`src/rtl/grf_mp_if.sv`:
```
// Register-file port bundle: read/bypass, writeback, issue and status signals.
// Decode/writeback side drives through master; the register file sits on slave.
interface grf_mp_if #(
    parameter int DW = 32,
    parameter int AW = 5,
    parameter int NR = 2,
    parameter int NW = 1
);
    logic [NR*AW-1:0] rd_addr;
    logic [NR*DW-1:0] rd_data;
    logic [NR-1:0]    rd_pending;
    logic [NW-1:0]    we;
    logic [NW*AW-1:0] wa;
    logic [NW*DW-1:0] wd;
    logic             iss_valid;
    logic [AW-1:0]    iss_addr;
    logic [AW:0]      pend_cnt;
    logic [31:0]      wr_count;

    modport master (
        output rd_addr, we, wa, wd, iss_valid, iss_addr,
        input  rd_data, rd_pending, pend_cnt, wr_count
    );

    modport slave (
        input  rd_addr, we, wa, wd, iss_valid, iss_addr,
        output rd_data, rd_pending, pend_cnt, wr_count
    );
endinterface

```
`src/rtl/grf_mp.sv`:
```
// Multi-port register file with write-to-read bypass and per-register pending scoreboard.
// Reads are combinational (zero latency); writes/issues commit on the edge; never stalls.
module grf_mp #(
    parameter int DW       = 32,
    parameter int AW       = 5,
    parameter int NR       = 2,
    parameter int NW       = 1,
    parameter int ZERO_REG = 1
) (
    input  logic     clk,
    input  logic     reset,
    grf_mp_if.slave  bus
);
    localparam int DEPTH = 1 << AW;
    localparam logic [AW:0] CNT_ONE = 1;

    logic [DW-1:0]    mem_q [DEPTH];
    logic [DEPTH-1:0] pend_q, pend_d;
    logic [AW:0]      pend_cnt_q, pend_cnt_d;
    logic [31:0]      wr_count_q, wr_count_d;
    logic [NW-1:0]    wr_eff;
    logic             iss_eff;
    logic [AW:0]      cnt_inc, cnt_dec;
    logic             dup_addr;

    always_comb begin
        wr_eff = '0;
        for (int j = 0; j < NW; j++) begin
            wr_eff[j] = bus.we[j] && ((ZERO_REG == 0) || (bus.wa[j*AW +: AW] != '0));
        end
        iss_eff = bus.iss_valid && ((ZERO_REG == 0) || (bus.iss_addr != '0));
    end

    // Later write ports override earlier ones, so the highest-index match feeds the bypass.
    always_comb begin
        bus.rd_data    = '0;
        bus.rd_pending = '0;
        for (int k = 0; k < NR; k++) begin
            bus.rd_data[k*DW +: DW] = mem_q[bus.rd_addr[k*AW +: AW]];
            bus.rd_pending[k]       = pend_q[bus.rd_addr[k*AW +: AW]];
            for (int j = 0; j < NW; j++) begin
                if (wr_eff[j] && (bus.wa[j*AW +: AW] == bus.rd_addr[k*AW +: AW])) begin
                    bus.rd_data[k*DW +: DW] = bus.wd[j*DW +: DW];
                    bus.rd_pending[k]       = 1'b0;
                end
            end
            if ((ZERO_REG != 0) && (bus.rd_addr[k*AW +: AW] == '0)) begin
                bus.rd_data[k*DW +: DW] = '0;
            end
        end
    end

    // Issue is applied after the clears so a same-cycle new producer keeps the bit set.
    always_comb begin
        pend_d     = pend_q;
        cnt_inc    = '0;
        cnt_dec    = '0;
        dup_addr   = 1'b0;
        wr_count_d = wr_count_q;
        for (int j = 0; j < NW; j++) begin
            if (wr_eff[j]) begin
                pend_d[bus.wa[j*AW +: AW]] = 1'b0;
                wr_count_d = wr_count_d + 32'd1;
            end
        end
        if (iss_eff) begin
            pend_d[bus.iss_addr] = 1'b1;
            if (!pend_q[bus.iss_addr]) begin
                cnt_inc = CNT_ONE;
            end
        end
        for (int j = 0; j < NW; j++) begin
            dup_addr = 1'b0;
            for (int i = 0; i < j; i++) begin
                if (wr_eff[i] && (bus.wa[i*AW +: AW] == bus.wa[j*AW +: AW])) begin
                    dup_addr = 1'b1;
                end
            end
            if (wr_eff[j] && pend_q[bus.wa[j*AW +: AW]] && !dup_addr &&
                !(iss_eff && (bus.iss_addr == bus.wa[j*AW +: AW]))) begin
                cnt_dec = cnt_dec + CNT_ONE;
            end
        end
        pend_cnt_d = pend_cnt_q + cnt_inc - cnt_dec;
    end

    always_ff @(posedge clk) begin
        if (reset) begin
            for (int i = 0; i < DEPTH; i++) begin
                mem_q[i] <= '0;
            end
            pend_q     <= '0;
            pend_cnt_q <= '0;
            wr_count_q <= '0;
        end else begin
            for (int j = 0; j < NW; j++) begin
                if (wr_eff[j]) begin
                    mem_q[bus.wa[j*AW +: AW]] <= bus.wd[j*DW +: DW];
                end
            end
            pend_q     <= pend_d;
            pend_cnt_q <= pend_cnt_d;
            wr_count_q <= wr_count_d;
        end
    end

    assign bus.pend_cnt = pend_cnt_q;
    assign bus.wr_count = wr_count_q;
endmodule

```
`src/flat_wrapper.sv`:
```
// flat-port wrapper written by rule: the top's interface ports become plain ports
module grf_mp_flat 
#(
    parameter int DW       = 32,
    parameter int AW       = 5,
    parameter int NR       = 2,
    parameter int NW       = 1,
    parameter int ZERO_REG = 1
)
  (clk, reset, bus_rd_addr, bus_we, bus_wa, bus_wd, bus_iss_valid, bus_iss_addr, bus_rd_data, bus_rd_pending, bus_pend_cnt, bus_wr_count);
  grf_mp_if #(.DW(DW), .AW(AW), .NR(NR), .NW(NW)) bus_i ();
  input  logic clk;
  input  logic reset;
  input wire logic [$bits(bus_i.rd_addr)-1:0] bus_rd_addr;
  input wire logic [$bits(bus_i.we)-1:0] bus_we;
  input wire logic [$bits(bus_i.wa)-1:0] bus_wa;
  input wire logic [$bits(bus_i.wd)-1:0] bus_wd;
  input wire logic [$bits(bus_i.iss_valid)-1:0] bus_iss_valid;
  input wire logic [$bits(bus_i.iss_addr)-1:0] bus_iss_addr;
  output wire logic [$bits(bus_i.rd_data)-1:0] bus_rd_data;
  output wire logic [$bits(bus_i.rd_pending)-1:0] bus_rd_pending;
  output wire logic [$bits(bus_i.pend_cnt)-1:0] bus_pend_cnt;
  output wire logic [$bits(bus_i.wr_count)-1:0] bus_wr_count;
  assign bus_i.rd_addr = bus_rd_addr;
  assign bus_i.we = bus_we;
  assign bus_i.wa = bus_wa;
  assign bus_i.wd = bus_wd;
  assign bus_i.iss_valid = bus_iss_valid;
  assign bus_i.iss_addr = bus_iss_addr;
  assign bus_rd_data = bus_i.rd_data;
  assign bus_rd_pending = bus_i.rd_pending;
  assign bus_pend_cnt = bus_i.pend_cnt;
  assign bus_wr_count = bus_i.wr_count;
  grf_mp #(.DW(DW), .AW(AW), .NR(NR), .NW(NW), .ZERO_REG(ZERO_REG)) u_core (.clk(clk), .reset(reset), .bus(bus_i));
endmodule
```
`config.mk`:
```
export PLATFORM = sky130hd
export DESIGN_NAME = grf_mp_flat
export DESIGN_NICKNAME = d
export VERILOG_FILES = /design/src/rtl/grf_mp_if.sv /design/src/rtl/grf_mp.sv /design/src/flat_wrapper.sv
export SDC_FILE = /design/constraint.sdc
export NUM_CORES = 2
export LEC_CHECK = 0
export CAP_MARGIN = 20
export CORE_AREA = 2 2 363 365
export CTS_CLUSTER_DIAMETER = 50
export DETAILED_ROUTE_END_ITERATION = 7
export DIE_AREA = 0 0 365 367
export DONT_BUFFER_PORTS = 1
export SETUP_SLACK_MARGIN = 0.2
export SLEW_MARGIN = 5
export SYNTH_ARGS = -nofsm -noshare
export SYNTH_HDL_FRONTEND = slang
export SYNTH_SLANG_ARGS = --single-unit
```
`constraint.sdc`:
```
create_clock -name clk -period 4.9 [get_ports clk]
set_input_delay 1.47 -clock clk [delete_from_list [all_inputs] [get_ports clk]]
set_output_delay 1.47 -clock clk [all_outputs]
set_load 0.05 [all_outputs]
```
After elaboration in Yosys (flattened, before gate mapping)

Memory sizes are Yosys's and may differ from the RTL's.
Cells that the tools add are included.

Memories: 1
Register bits: 70
Word-level logic and storage cells: 65
RAM bits: 1024
Output and inout bits: 104

Muxes and demuxes: 31
Reductions and logical operators: 15
Magnitude comparators: 6
Bitwise logic cells: 3
Equality and inequality tests: 3
$add $sub $neg: 3

Memories:

| name         | depth | width | read ports | clocked after memory_dff | wr ports | RTL line     | text |
|---|---|---|---|---|---|---|---|
| u_core.mem_q | 32    | 32    | 2          | 0                        | 32       | grf_mp.sv:17 | `logic [DW-1:0] mem_q [DEPTH];` |

Operators with widths:

| cell                                                                   | number |
|---|---|
| 32-bit two-way mux                                                     | 7 |
| 32-bit by 1-bit adder with 32-bit output (second input constant)       | 1 |
| 32-bit bitwise AND                                                     | 1 |
| 32-bit inverter                                                        | 1 |
| 32-bit OR                                                              | 1 |
| 32-bit OR reduction                                                    | 1 |
| 5-bit by 6-bit < comparator with 1-bit output (second input constant)  | 4 |
| 1-bit binary-select mux with 5-bit select                              | 4 |
| 1-bit two-way mux                                                      | 16 |
| 5-bit == test                                                          | 3 |
| 1-bit demux with 5-bit select                                          | 2 |
| 5-bit by 1-bit >= comparator with 1-bit output (second input constant) | 2 |
| 5-bit logical NOT                                                      | 2 |
| 5-bit nonzero test                                                     | 2 |
| 1-bit logical AND                                                      | 9 |
| 6-bit adder                                                            | 1 |
| 6-bit two-way mux                                                      | 1 |
| 6-bit by 1-bit subtractor with 6-bit output                            | 1 |
| 5-bit two-way mux                                                      | 1 |
| 1-bit logical NOT                                                      | 1 |

Longest topological paths before layout

Depth in word-level cells: 9
Depth in mapped cells: 17

Least setup slack after synthesis

OpenSTA, ideal clock, no wires.

Path kind: input-to-output
From: in bus_rd_addr[7]
To: out bus_rd_data[35]
Stages on the path: 8
Arrival time: 4.026 ns
Data required time: 3.430 ns
Path buffers: 3
Slack: -0.596 ns
Path through: buf_2 inv_2 buf_1 clkbuf_1 nor2_1 nor2_1 o21ai_0 a221oi_1

Cells in the longest elaborated chain, start to end: 4
Elaborated cells on any way between the ends: 6
Classes of those cells: 1 x eq/ne; 2 x mux; 2 x reduce/logical; 1 x memory

RTL lines:

| element                                                                         | RTL line           | text |
|---|---|---|
| from (decl)                                                                     | flat_wrapper.sv:14 | `input wire logic [$bits(bus_i.rd_addr)-1:0] bus_rd_addr;` |
| parallel branches: the longest is 3 deep, another holds memory read 32 x 32 bit | n/a                |  |
| 32-bit two-way mux *                                                            | grf_mp.sv:47       | `if ((ZERO_REG != 0) && (bus.rd_addr[k*AW +: AW] == '0)) begin` |
| to (decl)                                                                       | flat_wrapper.sv:20 | `output wire logic [$bits(bus_i.rd_data)-1:0] bus_rd_data;` |

Mark *: on every way between the ends.

Worst setup path after layout

From: in bus_rd_addr[0]
To: out bus_rd_data[26]

The elaborated chain is that of the path after synthesis.

==> impl_metrics.toml <==
[setup_path]
cp_data_arrival_time_ns = 3.80
worst_r2r_endpoint = "u_core.bus.pend_cnt[4]"
critical_path.max_fanout = 288
critical_path_cell_by_cell = "mux4_2 > mux4_2 > a221o_4"
timing_worst_setup_path_type = "in2out"
timing.critical_path.mode_cell = "mux4_2"
timing.critical_path.required_ns = 3.43
ff2ff_path_depth = 14
slowest_stage_delay_on_critical_path_ns = 0.83
crit_path_start = "bus_rd_addr[0]"
critPathLaunchType = "primary input"
reg2reg_slack_ns = 1.67
endpoint = "bus_rd_data[26]"
cp_endpoint_kind = "primary output"
timing.rr.start = "u_core.pend_q[19]"
worst_path_max_delay_cell = "mux4_2"

[finish]
drive_gt1_frac = 0.301
layout.filler_cells = 10500
instances_no_fill = 5978
area_delta_synth_final_pct = 16.5
num-nets-final = 4168

[synth]
yosysTopAreaCellShare = 0.518
synthFlopType = "edfxtp_1"
synth_edf_count = 1024
synth.yosys.warnings = 0
synth.most_common_cell = "edfxtp_1"
yosys_register_bits = 1094
cell_type_with_the_highest_aggregate_area_in_the_netlist = "edfxtp_1"
synth-seq-area-share = 0.542
synth_top_cells_by_area = "edfxtp_1, mux4_2, and2_1"
synthTopCellsByCount = "edfxtp_1, and2_1, mux4_2"
yosysUniqueCellTypes = 69
syn_area_per_cell_sq_um = 14.5
share_of_synthesized_registers_carrying_an_async_set_or_reset = 0
netlist_area_sq_mm = 0.0593
synthesis.instances = 4104

[timing]
clock-skew-final_ns = 0.00801
setup_tns_after_final_layout_ns = -16.46
maxClockFrequency_mhz = 190
tightest_slew_ns = 1.19
final_critical_path_setup_slack_ns = -0.374
final-setup-viol-count = 65
post-route-period-util = 1.08
post-route-min-period_ns = 5.27
slew_violations = 0
slew_headroom = 0.206
timing_hold_violations_final = 0
rsz_0062_raised_after_global_routing = "true"

[global_routing]
grt_start_max_net_pins = 292
grt_pass1_vias = 38900
track_usage = 0.317
antenna_violations_before_repair = 18
grt_remaining_overflow = 0
wire_length_of_the_first_global_routing_pass_um = 297000

[floorplan]
initial_util = 0.455
design.portCount = 160
die_width_um = 365
core.rowCount = 133
die_height_um = 367
fp.dieArea_sq_mm = 0.134
floorplan.core_area_sq_mm = 0.130

[clock_network]
numClockSinks = 1094
tritoncts = "yes"
cts_root_buffer = "clkbuf_16"
numCtsBuffers = 138
cts.path.max_buffers = 3
cts_htree_levels = 4
cts_hold_repair.buffers = 0
clock_latency_ns = 0.78
path_clk_slew_ns = 0.06

[power]
fin_total_pwr_w = 0.0245
vdd_ir_drop_max_uv = 378
p_leak_nw = 23.4
cellPowerDensity_mw_per_mm2 = 354

[drt]
detail_route.wirelength_um = 213000
first_pass_iters = 5
routedWlPerCell_um = 35.6
drt_iter0_drc = 6125
ant_nets = 0
drc_errors = 0
post_drt_via_cell_ratio = 6.60
num_vias = 39400

[placed_design]
place_worst_setup_slack_ns = -0.265
numPortBuffers = 0
dpl.hpwl_um = 118000
placedCellCount = 5677
place_congestion = 0.856

[status]
failed_checks = "negative setup slack"
outcome = "finished, violations left"

[job]
drv.max_cap_violation_count = 0

[hold_path]
hp-class = "reg2reg"
-- through the flow --
step	util	instance area, sq um	hold WS [ns]
floorplan	-	60100	0.472
global placement	0.484	63200	0.494
detailed placement	0.484	63200	0.501
CTS	0.524	68400	0.510
global route	0.530	69100	0.539
finish	0.530	69200	0.520
-- power breakdown --
group	leakage [nW]	switching (W)	internal, W
sequential	10.3	0.000315	0.0107
clock	2.19	0.00426	0.00597
combinational	10.9	0.00165	0.00155
total	23.4	0.00622	0.0182
-- flip-flops by register name, summed over array words and instances (netlist names) --
name	flops
u_core.pend_q	32
u_core.mem_q	1024
u_core.bus.wr_count	32
u_core.bus.pend_cnt	6
-- worst max-delay path, delay by kind of cell --
kind | cells | cell delay, ns
AOI/OAI and AO/OA | 1 | 0.52
muxes | 2 | 1.34
-- final cells by class --
cell class                 count  area [sq um]  share of cell area
inverter                      54           208             0.00300
tap                         1755          2200              0.0318
antenna                        6          15.0            0.000217
sequential                  1094         32200               0.465
multi-input combinational   2555         26500               0.384
clock buffer                 168          3630              0.0525
timing repair buffer         261          3520              0.0510
clock inverter                85           888              0.0128
-- cell families after synthesis --
| family | count (synthesis) | share of synthesized area |
|---|---|---|
| xor+xnor | 43 | 0.00635 |
| mux | 693 | 0.233 |
| buf+inv | 487 | 0.0365 |
| fa+ha+maj | 8 | 0.00181 |
| compound gates | 364 | 0.0443 |
| simple gates | 1414 | 0.136 |
| flops | 1094 | 0.542 |
| other cells | 1 | 0.0000632 |
-- worst min-delay path by stage --
| stage | startpoint | cells past startpoint | end |
|---|---|---|---|
| floorplan | u_core.pend_q[10] | 2 | u_core.pend_q[10] |
| global placement | u_core.pend_q[9] | 2 | u_core.pend_q[9] |
| detailed placement | u_core.pend_q[18] | 2 | u_core.pend_q[18] |
| CTS | u_core.pend_q[17] | 2 | u_core.pend_q[17] |
| global route | u_core.pend_q[18] | 2 | u_core.pend_q[18] |
| finish | u_core.pend_q[13] | 2 | u_core.pend_q[13] |
-- routing by layer --
layer / wire [um] / share of wire / GRT usage / vias up
met1: 79800 / 0.37 / 0.426 / 20500
met3: 24800 / 0.12 / 0.0861 / 460
li1: - / - / - / 15900
met2: 98800 / 0.46 / 0.485 / 2617
met4: 9540 / 0.045 / 0.141 / 0
met5: 0 / 0 / 0 / -
-- repair_timing --
| action | CTS | global route |
|---|---|---|
| resized for setup | 61 | 94 |
| endpoints found under the setup margin | 64 | 66 |
| cloned | 4 | 2 |
| buffers inserted | 23 | 12 |
| pin swaps | 17 | 37 |
-- cell usage in the layout (no fill, tap or decap), types with 10 or more instances in the layout --
master | synthesis | final
mux4_2 | 549 | 549
nand2_1 | 142 | 115
o22ai_1 | 16 | 16
nor3_1 | 176 | 172
and3_1 | 20 | 20
a21oi_1 | 47 | 40
a21o_2 | 0 | 22
buf_4 | 18 | 129
buf_6 | 23 | 13
clkinv_2 | 0 | 18
nor2_1 | 82 | 56
clkbuf_16 | 0 | 141
a221oi_1 | 41 | 33
and2_1 | 851 | 850
a211oi_1 | 53 | 30
nand2_2 | 0 | 27
inv_1 | 52 | 49
mux2i_1 | 132 | 132
conb_1 | 1 | 32
nand3_1 | 39 | 37
clkinv_1 | 0 | 21
mux2_2 | 12 | 12
a211oi_2 | 5 | 13
inv_6 | 0 | 12
a22oi_2 | 0 | 27
xnor2_1 | 28 | 25
a31oi_1 | 12 | 10
a211oi_4 | 0 | 15
bufinv_16 | 0 | 12
or3_1 | 18 | 15
xor2_1 | 15 | 15
a221o_4 | 0 | 18
o21ai_0 | 57 | 55
buf_12 | 0 | 107
edfxtp_1 | 1024 | 1024
clkbuf_1 | 286 | 25
nor2_4 | 2 | 33
dfxtp_1 | 70 | 70
nor2b_1 | 29 | 25
Power figures use the tool's default switching activity.
